## config.mk

```make
export PLATFORM = sky130hd
export DESIGN_NAME = fifo_wr_arbiter
export DESIGN_NICKNAME = d
export VERILOG_FILES = /design/src/rtl/fifo_wr_arbiter.sv
export SDC_FILE = /design/constraint.sdc
export NUM_CORES = 1
export LEC_CHECK = 0
export CELL_PAD_IN_SITES_DETAIL_PLACEMENT = 1
export CELL_PAD_IN_SITES_GLOBAL_PLACEMENT = 1
export CORE_UTILIZATION = 26
export CTS_BUF_LIST = sky130_fd_sc_hd__clkbuf_8
export DETAILED_ROUTE_END_ITERATION = 8
export GPL_TIMING_DRIVEN = 0
export PLACE_DENSITY = 0.89
export SYNTH_ARGS = -nofsm -noshare
export SYNTH_HDL_FRONTEND = slang
export SYNTH_SLANG_ARGS = --single-unit
```

## constraint.sdc

```tcl
create_clock -name clk -period 2.3 [get_ports clk]
set_input_delay 0.69 -clock clk [delete_from_list [all_inputs] [get_ports clk]]
set_output_delay 0.69 -clock clk [all_outputs]
set_load 0.005 [all_outputs]
```

## src/rtl/fifo_wr_arbiter.sv

```systemverilog
// Round-robin arbiter sharing one FIFO write port among NREQ requesters.
// Grants are burst-locked, capped at MAXBURST beats, and throttled by w_full.
module fifo_wr_arbiter #(
  parameter int NREQ      = 4,
  parameter int DATAWIDTH = 8,
  parameter int MAXBURST  = 4,
  localparam int IDW      = $clog2(NREQ),
  localparam int CW       = $clog2(MAXBURST) + 1
) (
  input  logic                      clk,
  input  logic                      rst,
  input  logic [NREQ-1:0]           req_valid,
  input  logic [NREQ-1:0]           req_last,
  input  logic [NREQ*DATAWIDTH-1:0] req_data,
  output logic [NREQ-1:0]           req_ready,
  input  logic                      w_full,
  output logic                      w_en,
  output logic [DATAWIDTH-1:0]      w_data,
  output logic [NREQ-1:0]           grant,
  output logic [IDW-1:0]            grant_id,
  output logic                      busy,
  output logic [0:0]                fsm_state
);

  localparam logic [0:0]     ST_IDLE  = 1'b0;
  localparam logic [0:0]     ST_GRANT = 1'b1;
  localparam logic [IDW:0]   NREQ_W   = (IDW+1)'(NREQ);
  localparam logic [IDW-1:0] LAST_RST = IDW'(NREQ - 1);
  localparam logic [CW-1:0]  CNT_CAP  = CW'(MAXBURST - 1);

  logic [0:0]           state;
  logic [IDW-1:0]       last_winner;
  logic [CW-1:0]        cnt;
  logic [IDW-1:0]       pick_id;
  logic                 pick_found;
  logic [IDW:0]         scan;
  logic                 owner_valid;
  logic                 owner_last;
  logic                 beat;
  logic                 release_now;
  logic [DATAWIDTH-1:0] sel_data;

  assign fsm_state = state;

  // Scan from the requester after the last winner, wrapping around.
  always_comb begin
    pick_id    = '0;
    pick_found = 1'b0;
    scan       = '0;
    for (int k = 1; k <= NREQ; k++) begin
      scan = {1'b0, last_winner} + (IDW+1)'(k);
      if (scan >= NREQ_W) scan = scan - NREQ_W;
      if (!pick_found && req_valid[scan[IDW-1:0]]) begin
        pick_found = 1'b1;
        pick_id    = scan[IDW-1:0];
      end
    end
  end

  // grant is one-hot or zero, so an OR-mux selects the owner's data.
  always_comb begin
    sel_data = '0;
    for (int i = 0; i < NREQ; i++) begin
      if (grant[i]) sel_data = sel_data | req_data[i*DATAWIDTH +: DATAWIDTH];
    end
  end

  // Handshake: a beat transfers when the owner's req_valid and req_ready are
  // both high; req_ready is !w_full for the owner only, and a beat is w_en.
  assign owner_valid = |(req_valid & grant);
  assign owner_last  = |(req_last & grant);
  assign beat        = busy && owner_valid && !w_full && !rst;
  assign req_ready   = (busy && !w_full && !rst) ? grant : '0;
  assign w_en        = beat;
  assign w_data      = sel_data;
  assign release_now = !owner_valid || (beat && (owner_last || cnt == CNT_CAP));

  always_ff @(posedge clk) begin
    if (rst) begin
      state       <= ST_IDLE;
      grant       <= '0;
      grant_id    <= '0;
      busy        <= 1'b0;
      cnt         <= '0;
      last_winner <= LAST_RST;
    end else if (state == ST_IDLE) begin
      if (pick_found) begin
        state    <= ST_GRANT;
        grant    <= NREQ'(1) << pick_id;
        grant_id <= pick_id;
        busy     <= 1'b1;
        cnt      <= '0;
      end
    end else begin
      if (release_now) begin
        state       <= ST_IDLE;
        last_winner <= grant_id;
        grant       <= '0;
        busy        <= 1'b0;
      end else if (beat) begin
        cnt <= cnt + 1'b1;
      end
    end
  end

endmodule

```

==> results of run 1 <==
[worst reg2reg max path, delay by kind of cell (launching register included)]
family                     cells  cell delay (ps)
DFF                            1              330
AOI/OAI and AO/OA              2              340
adders and majority gates      2              420
and+or+nand+nor                2              620
[layout make-up]
class / instances / area share
tap: 46 / 0.03390
clock inverter: 1 / 0.002211
timing repair buffer: 68 / 0.3670
clock buffer: 3 / 0.02432
multi-input combinational: 91 / 0.3943
buffer: 6 / 0.01842
sequential: 13 / 0.1533
inverter: 3 / 0.006632
[what timing repair did]
item / in CTS / in global routing
pin swaps: 8 / 9
gates resized for setup: 53 / 15
buffers inserted: 4 / 1
hold buffers: 0 / 0
endpoints found under the hold margin: 0 / 0
setup endpoints to repair: 13 / 14
[cell families (layout without fill, tap and decap cells)]
kind of cell               Yosys count  count (layout)  synth area share
buffers and inverters                9              81           0.04188
muxes                                3               3           0.03243
AOI/OAI and AO/OA                   44              44            0.3797
and+or+nand+nor                     42              42            0.2378
adders and majority gates            2               2           0.02702
DFF                                 13              13            0.2811
[Yosys cell counts, types with 3 or more instances]
| cell | number | area share |
|---|---|---|
| nand3b_1 | 4 | 0.032 |
| mux2i_1 | 3 | 0.032 |
| a21oi_1 | 6 | 0.032 |
| clkbuf_1 | 4 | 0.016 |
| and2_1 | 4 | 0.027 |
| nand2b_1 | 3 | 0.020 |
| a22oi_1 | 18 | 0.15 |
| o32ai_1 | 4 | 0.038 |
| nor2b_1 | 3 | 0.020 |
| nor2_1 | 7 | 0.028 |
| dfxtp_1 | 13 | 0.28 |
| nand2_1 | 13 | 0.053 |
[registers in the layout, indices dropped and copies added, names as in the netlist]
name         flops
grant            4
cnt              3
grant_id         2
last_winner      2
busy             1
fsm_state        1
[metal layers]
layer,share of wire,vias up,wire (um),GRT usage
li1,-,581,-,-
met1,0.42,592,1765,0.2812
met2,0.53,30,2226,0.3641
met3,0.025,14,105,0.03151
met4,0.034,0,143,0.1143
met5,0,-,0,0
[power breakdown]
group	total, uW	switching (uW)	leakage (uW)	internal [uW]
combinational	341	153	0.000580	188
clock	208	90.2	0.0000269	118
sequential	273	26.8	0.000107	246
[path summary, 6_finish.rpt]
path	end	slack, ps	start	cells past startpoint
max	w_data[5]	10	grant[3]$_SDFFE_PP0P_	4
min	grant_id[1]$_SDFFE_PP0P_	510	grant_id[1]$_SDFFE_PP0P_	2
max reg2reg	cnt[1]$_SDFFE_PP0P_	540	cnt[0]$_SDFFE_PP0P_	6
min reg2reg	grant_id[1]$_SDFFE_PP0P_	510	grant_id[1]$_SDFFE_PP0P_	2
[stage by stage]
stage	hold slack, ps	utilization	setup slack (ps)
2_1_floorplan	465.8	-	358.4
3_3_place_gp	472.5	0.4799	-795.0
3_5_place_dp	492.6	0.4799	-855.9
4_1_cts	500.9	0.5019	-10.08
5_1_grt	521.4	0.5048	-53.75
6_report	505.7	0.5048	13.94
==> results.md, run 1 <==
- Status: complete, no violations
- GR Util All Layers: 0.2217
- Starting Density: 0.2753
- Post-Syn Instances: 113
- FF+latch count, synth: 13
- Port bufs: 63
- Fin crit share: 0.9939
- Drt pass-1 iters: 4
- GRT Residual Overflow: 0
- DR DRC count: 0
- CP max stage cell: clkbuf_1
- Final Critical Period: 2286 ps
- Vias in the first global route: 1213
- Slew Limit Fails: 0
- Relative slew slack: 0.5998
- First-pass GRT wire length: 5.975 mm
- Post-DR vias/cell: 5.268
- Storage cell area: 260.3 um2
- Vias: 1217
- CTS Buf Count: 3
- Detailed Route Iter0 Violations: 54
- RSZ-0062 raised after global routing: yes
- Syn Area/Cell: 8.194 um2
- Placeable Area: 0.003363 mm2
- Critical path buffer and inverter count: 2
- Proportion of layout cells with a drive suffix above 1: 0.1892
- Leak Pwr: 0.0007136 uW
- Worst-case clock skew: 5.261 ps
- Crit path required time: 1610 ps
- CP Class: reg2out
- Area grow syn2layout: 83.38%
- NumNets Final: 231
- Fillers: 420
- Area occupied by multi-input gates: 669.4 um2
- Initial antenna violation count: 0
- HP Class: reg2reg
- Clk buf depth: 2
- Inst Count DP: 222
- Drt total wl: 4.240 mm
- Antenna diodes: 0
- Final Cell Area: 0.001698 mm2
- Max incr delay on CP: 500 ps
- ANT nets after route: 0
- CP delay by family, top: buffers and inverters
- CTS tree: done
- Maxcap violations: 0
- Post-synthesis cell area: 925.9 um2
- Final GP Congestion: 0.7579
- Clock slew at reported path FFs: 60 ps
- Most frequent cells in the layout: clkdlybuf4s50_1 (42), nand2_1 (13), dfxtp_1 (13)
- Startpoint Class: flip-flop
- Fmax: 437.4 MHz
- Most common cell after layout, fill and taps aside: clkdlybuf4s50_1
- CP cell instances: clkbuf_1 > a22oi_1 > nand2_1 > clkdlybuf4s15_1
- Worst path arrival time: 1600 ps
- Crit. End Element: output pin
- Routed len/inst: 18.35 um
- DP Wirelength: 3.117 mm
- Fin. Hold Viols: 0
- Clock root buffer: clkbuf_8
- Clk Latency, worst-skew pair: 250 ps
- Library cells used by synthesis: 35
- Seq/Total Area, Yosys: 0.2811
- Yosys Warn Count: 0
- Critical Path Fanout Max: 10
- Area of placed instances: 0.001614 mm2
- Worst slew pin tran: 600.2 ps
- Non-Filler Instances: 231
- Row Count: 21
- Die W: 61.68 um
- Final Power: 822.2 uW
- Dominant synthesized flop cell: dfxtp_1
- Top Ports: 64
- Setup tns final: 0 ps
- Die Footprint: 0.003804 mm2
- Largest net degree at the start of global routing: 11
- Num Clock Sinks: 13
- Post-Syn Nets: 158
- Pwr dens: 484.3 mW/mm2
- Async SR Flop Fraction: 0
- Die height: 61.68 um
- Maximum VDD drop: 0.3221 mV
- H-tree depth: 1
- Post-synth EDFFs: 0
- Final setup fails: 0
Note: power is estimated with default switching activity, not from simulation.
==> run 2: changes to the inputs <==
- PLACE_DENSITY: 0.89 -> default
- PLACE_DENSITY_LB_ADDON: default -> 0.1
==> run 2 against run 1 <==
Net effect: global-route usage is 1.1 points lower; clock power is 4% lower; critical path type is now in2out; sequential power hardly changed; maximum frequency is 1.0% higher; sequential share of layout area is 0.068 points higher; combinational power is 1% lower; cell count is 0.43% lower; critical endpoint is now w_data[7]; clock skew hardly changed; worst setup slack better by 23 ps.
==> results.md, run 2 (synthesized netlist as in run 1, its figures left out) <==
- Clk buf depth: 2 (unchanged)
- Port bufs: 63 (unchanged)
- Most frequent cells in the layout: clkdlybuf4s50_1 (43), nand2_1 (13), dfxtp_1 (13)
- Max reg flops: 4 (unchanged)
- RR Startpoint: grant[0]$_SDFFE_PP0P_
- Initial antenna violation count: 0 (unchanged)
- DR DRC count: 0 (unchanged)
- NumNets Final: 230 (-0.43%)
- Critical path buffer and inverter count: 2 (unchanged)
- Leak Pwr: 0.0006967 uW (-2.4%)
- Setup ws final: 37.35 ps (+23.42 ps)
- Die Footprint: 0.003804 mm2 (unchanged)
- Die height: 61.68 um (unchanged)
- Uppermost routed layer: met4
- Row Count: 21 (unchanged)
- Fmax: 442.0 MHz (+1.0%)
- Clock root buffer: clkbuf_8
- Max incr delay on CP: 400 ps (-100 ps)
- Drt total wl: 3.739 mm (-12%)
- Worst slew pin tran: 508.8 ps (-91.45 ps)
- Inst Count DP: 222 (unchanged)
- Critical Path Fanout Max: 1 (-9)
- Crit. End Element: output pin
- Worst reg2reg endpoint: cnt[2]$_SDFFE_PP0P_
- Clock slew at reported path FFs: 50 ps (about the same)
- Place WS: -810.2 ps (+45.70 ps)
- Vias in the first global route: 1276 (+5.2%)
- Maxcap violations: 0 (unchanged)
- Worst R2R Setup Slack: 560 ps (+20 ps)
- Min-Delay Endpoint: grant_id[1]$_SDFFE_PP0P_
- Final Critical Period: 2263 ps (-23.42 ps)
- Met3 WL post-DR: 195 um (+86%)
- Hold-fix buffer count after cts: 0 (unchanged)
- Fin crit share: 0.9838 (-0.01018)
- Met2 wire length: 2.109 mm (-5.3%)
- Relative slew slack: 0.6608 (+0.06097)
- Setup tns final: 0 ps (unchanged)
- CTS Buf Count: 3 (unchanged)
- DP Wirelength: 2.957 mm (-5.1%)
- Min-delay src: grant_id[1]$_SDFFE_PP0P_
- Hold depth: 2 (unchanged)
- Startpoint Class: primary input
- CP max stage cell: clkdlybuf4s50_1
- Area occupied by multi-input gates: 674.4 um2 (+0.75%)
- Core Util, Final: 0.5026 (-0.002232)
- First-pass GRT wire length: 5.830 mm (-2.4%)
- Largest net degree at the start of global routing: 11 (unchanged)
- Most common cell after layout, fill and taps aside: clkdlybuf4s50_1
- Storage cell area: 260.3 um2 (unchanged)
- Clk Latency, worst-skew pair: 240 ps (about the same)
- H-tree depth: 1 (unchanged)
- Status: complete, no violations
- GR Util All Layers: 0.2111 (-0.01060)
- Slew Limit Fails: 0 (unchanged)
- Worst path arrival time: 1570 ps (-30 ps)
- CP Class: in2out
- Placeable Area: 0.003363 mm2 (unchanged)
- Final setup fails: 0 (unchanged)
- CTS tree: done
- HP Class: reg2reg
- Fillers: 444 (+5.7%)
- Area grow syn2layout: 82.57%
- CP delay by family, top: buffers and inverters
- Post-DR vias/cell: 5.261 (-0.14%)
- Routed len/inst: 16.26 um (-11%)
- Detailed Route Iter0 Violations: 70 (+30%)
- ANT nets after route: 0 (unchanged)
- Proportion of layout cells with a drive suffix above 1: 0.2120 (+0.02277)
- Largest regs: grant x4, cnt x3
- Antenna diodes: 0 (unchanged)
- RSZ-0062 raised after global routing: no
- CP cell instances: clkdlybuf4s50_1 > a22oi_1 > nand2_1 > clkdlybuf4s15_1
- Crit path required time: 1610 ps (about the same)
- Maximum VDD drop: 0.1633 mV (-49%)
- Drt pass-1 iters: 6 (+2)
- Vias: 1210 (-0.58%)
- Fin. Hold Viols: 0 (unchanged)
- Pwr dens: 477.8 mW/mm2 (-1.3%)
- Biggest register: grant
- Die W: 61.68 um (unchanged)
- Num Clock Sinks: 13 (unchanged)
- Final GP Congestion: 0.7362 (-2.9%)
- Non-Filler Instances: 230 (-0.43%)
- Worst-case clock skew: 5.211 ps (-0.04912 ps)
- FF-to-FF path depth: 4 (-2)
- Hold Slack: 489.7 ps (-16.00 ps)
- Starting Density: 0.2753 (unchanged)
- GRT Residual Overflow: 0 (unchanged)
- Top Ports: 64 (unchanged)
- Met1 Wirelength: 1.381 mm (-22%)
-- run 2: cell types whose count changed in the layout (fill, tap and decap cells not counted), sizes merged --
cell / change
clkdlybuf4s15: +2
dlygate4sd2: -4
clkdlybuf4s50: +1
buf: -4
clkbuf: +5
dlymetal6s2s: -1
-- run 2: timing repair --
action,4_1_cts,5_1_grt
setup buffers,4,0
resized for setup,48,28
pin swaps,17,7
endpoints found under the setup margin,13,15
-- run 2: through the flow --
step                cell area, um2  power [uW]
global placement              1614       603.9
floorplan                    925.9       409.3
CTS                           1714       815.8
global route                  1690       859.8
detailed placement            1614       615.1
finish                        1690       807.7
-- run 2: worst max-delay path by stage --
stage | start | to | slack [ps] | cells after the start
2_1_floorplan | w_full | w_en | 360 | 3
3_3_place_gp | rst | w_en | -830 | 5
3_5_place_dp | rst | w_en | -810 | 5
4_1_cts | req_valid[2] | w_en | 1 | 5
5_1_grt | req_data[19] | w_data[3] | 3 | 4
6_report | req_data[23] | w_data[7] | 40 | 4
-- run 2: worst register-to-register path, delay by kind of cell, from the launching register on --
kind	cells	cell delay, ps
and+or+nand+nor	2	690
AOI/OAI and AO/OA	2	660
DFF	1	340
-- run 2: layer usage --
metal,track usage,vias up
met4,0.06349,0
met3,0.04832,6
li1,-,578
met1,0.2176,583
met2,0.4163,43
met5,0,-
-- run 2: cell type report --
cell class                 instances  share of cell area
buffer                             6             0.01925
clock buffer                       3             0.02443
clock inverter                     1            0.002221
tap                               46             0.03405
multi-input combinational         91              0.3990
inverter                           3            0.006662
timing repair buffer              67              0.3605
sequential                        13              0.1540
-- run 2: power by group --
group,total [uW],switching [uW],internal [uW]
combinational,336,147,189
clock,200,82.0,118
sequential,272,26.0,246
==> run 3: changes to the inputs <==
- CTS_CLUSTER_SIZE: default -> 20
==> results of run 3 <==
No change in the layout: final DEF, timing and power equal those of run 2.
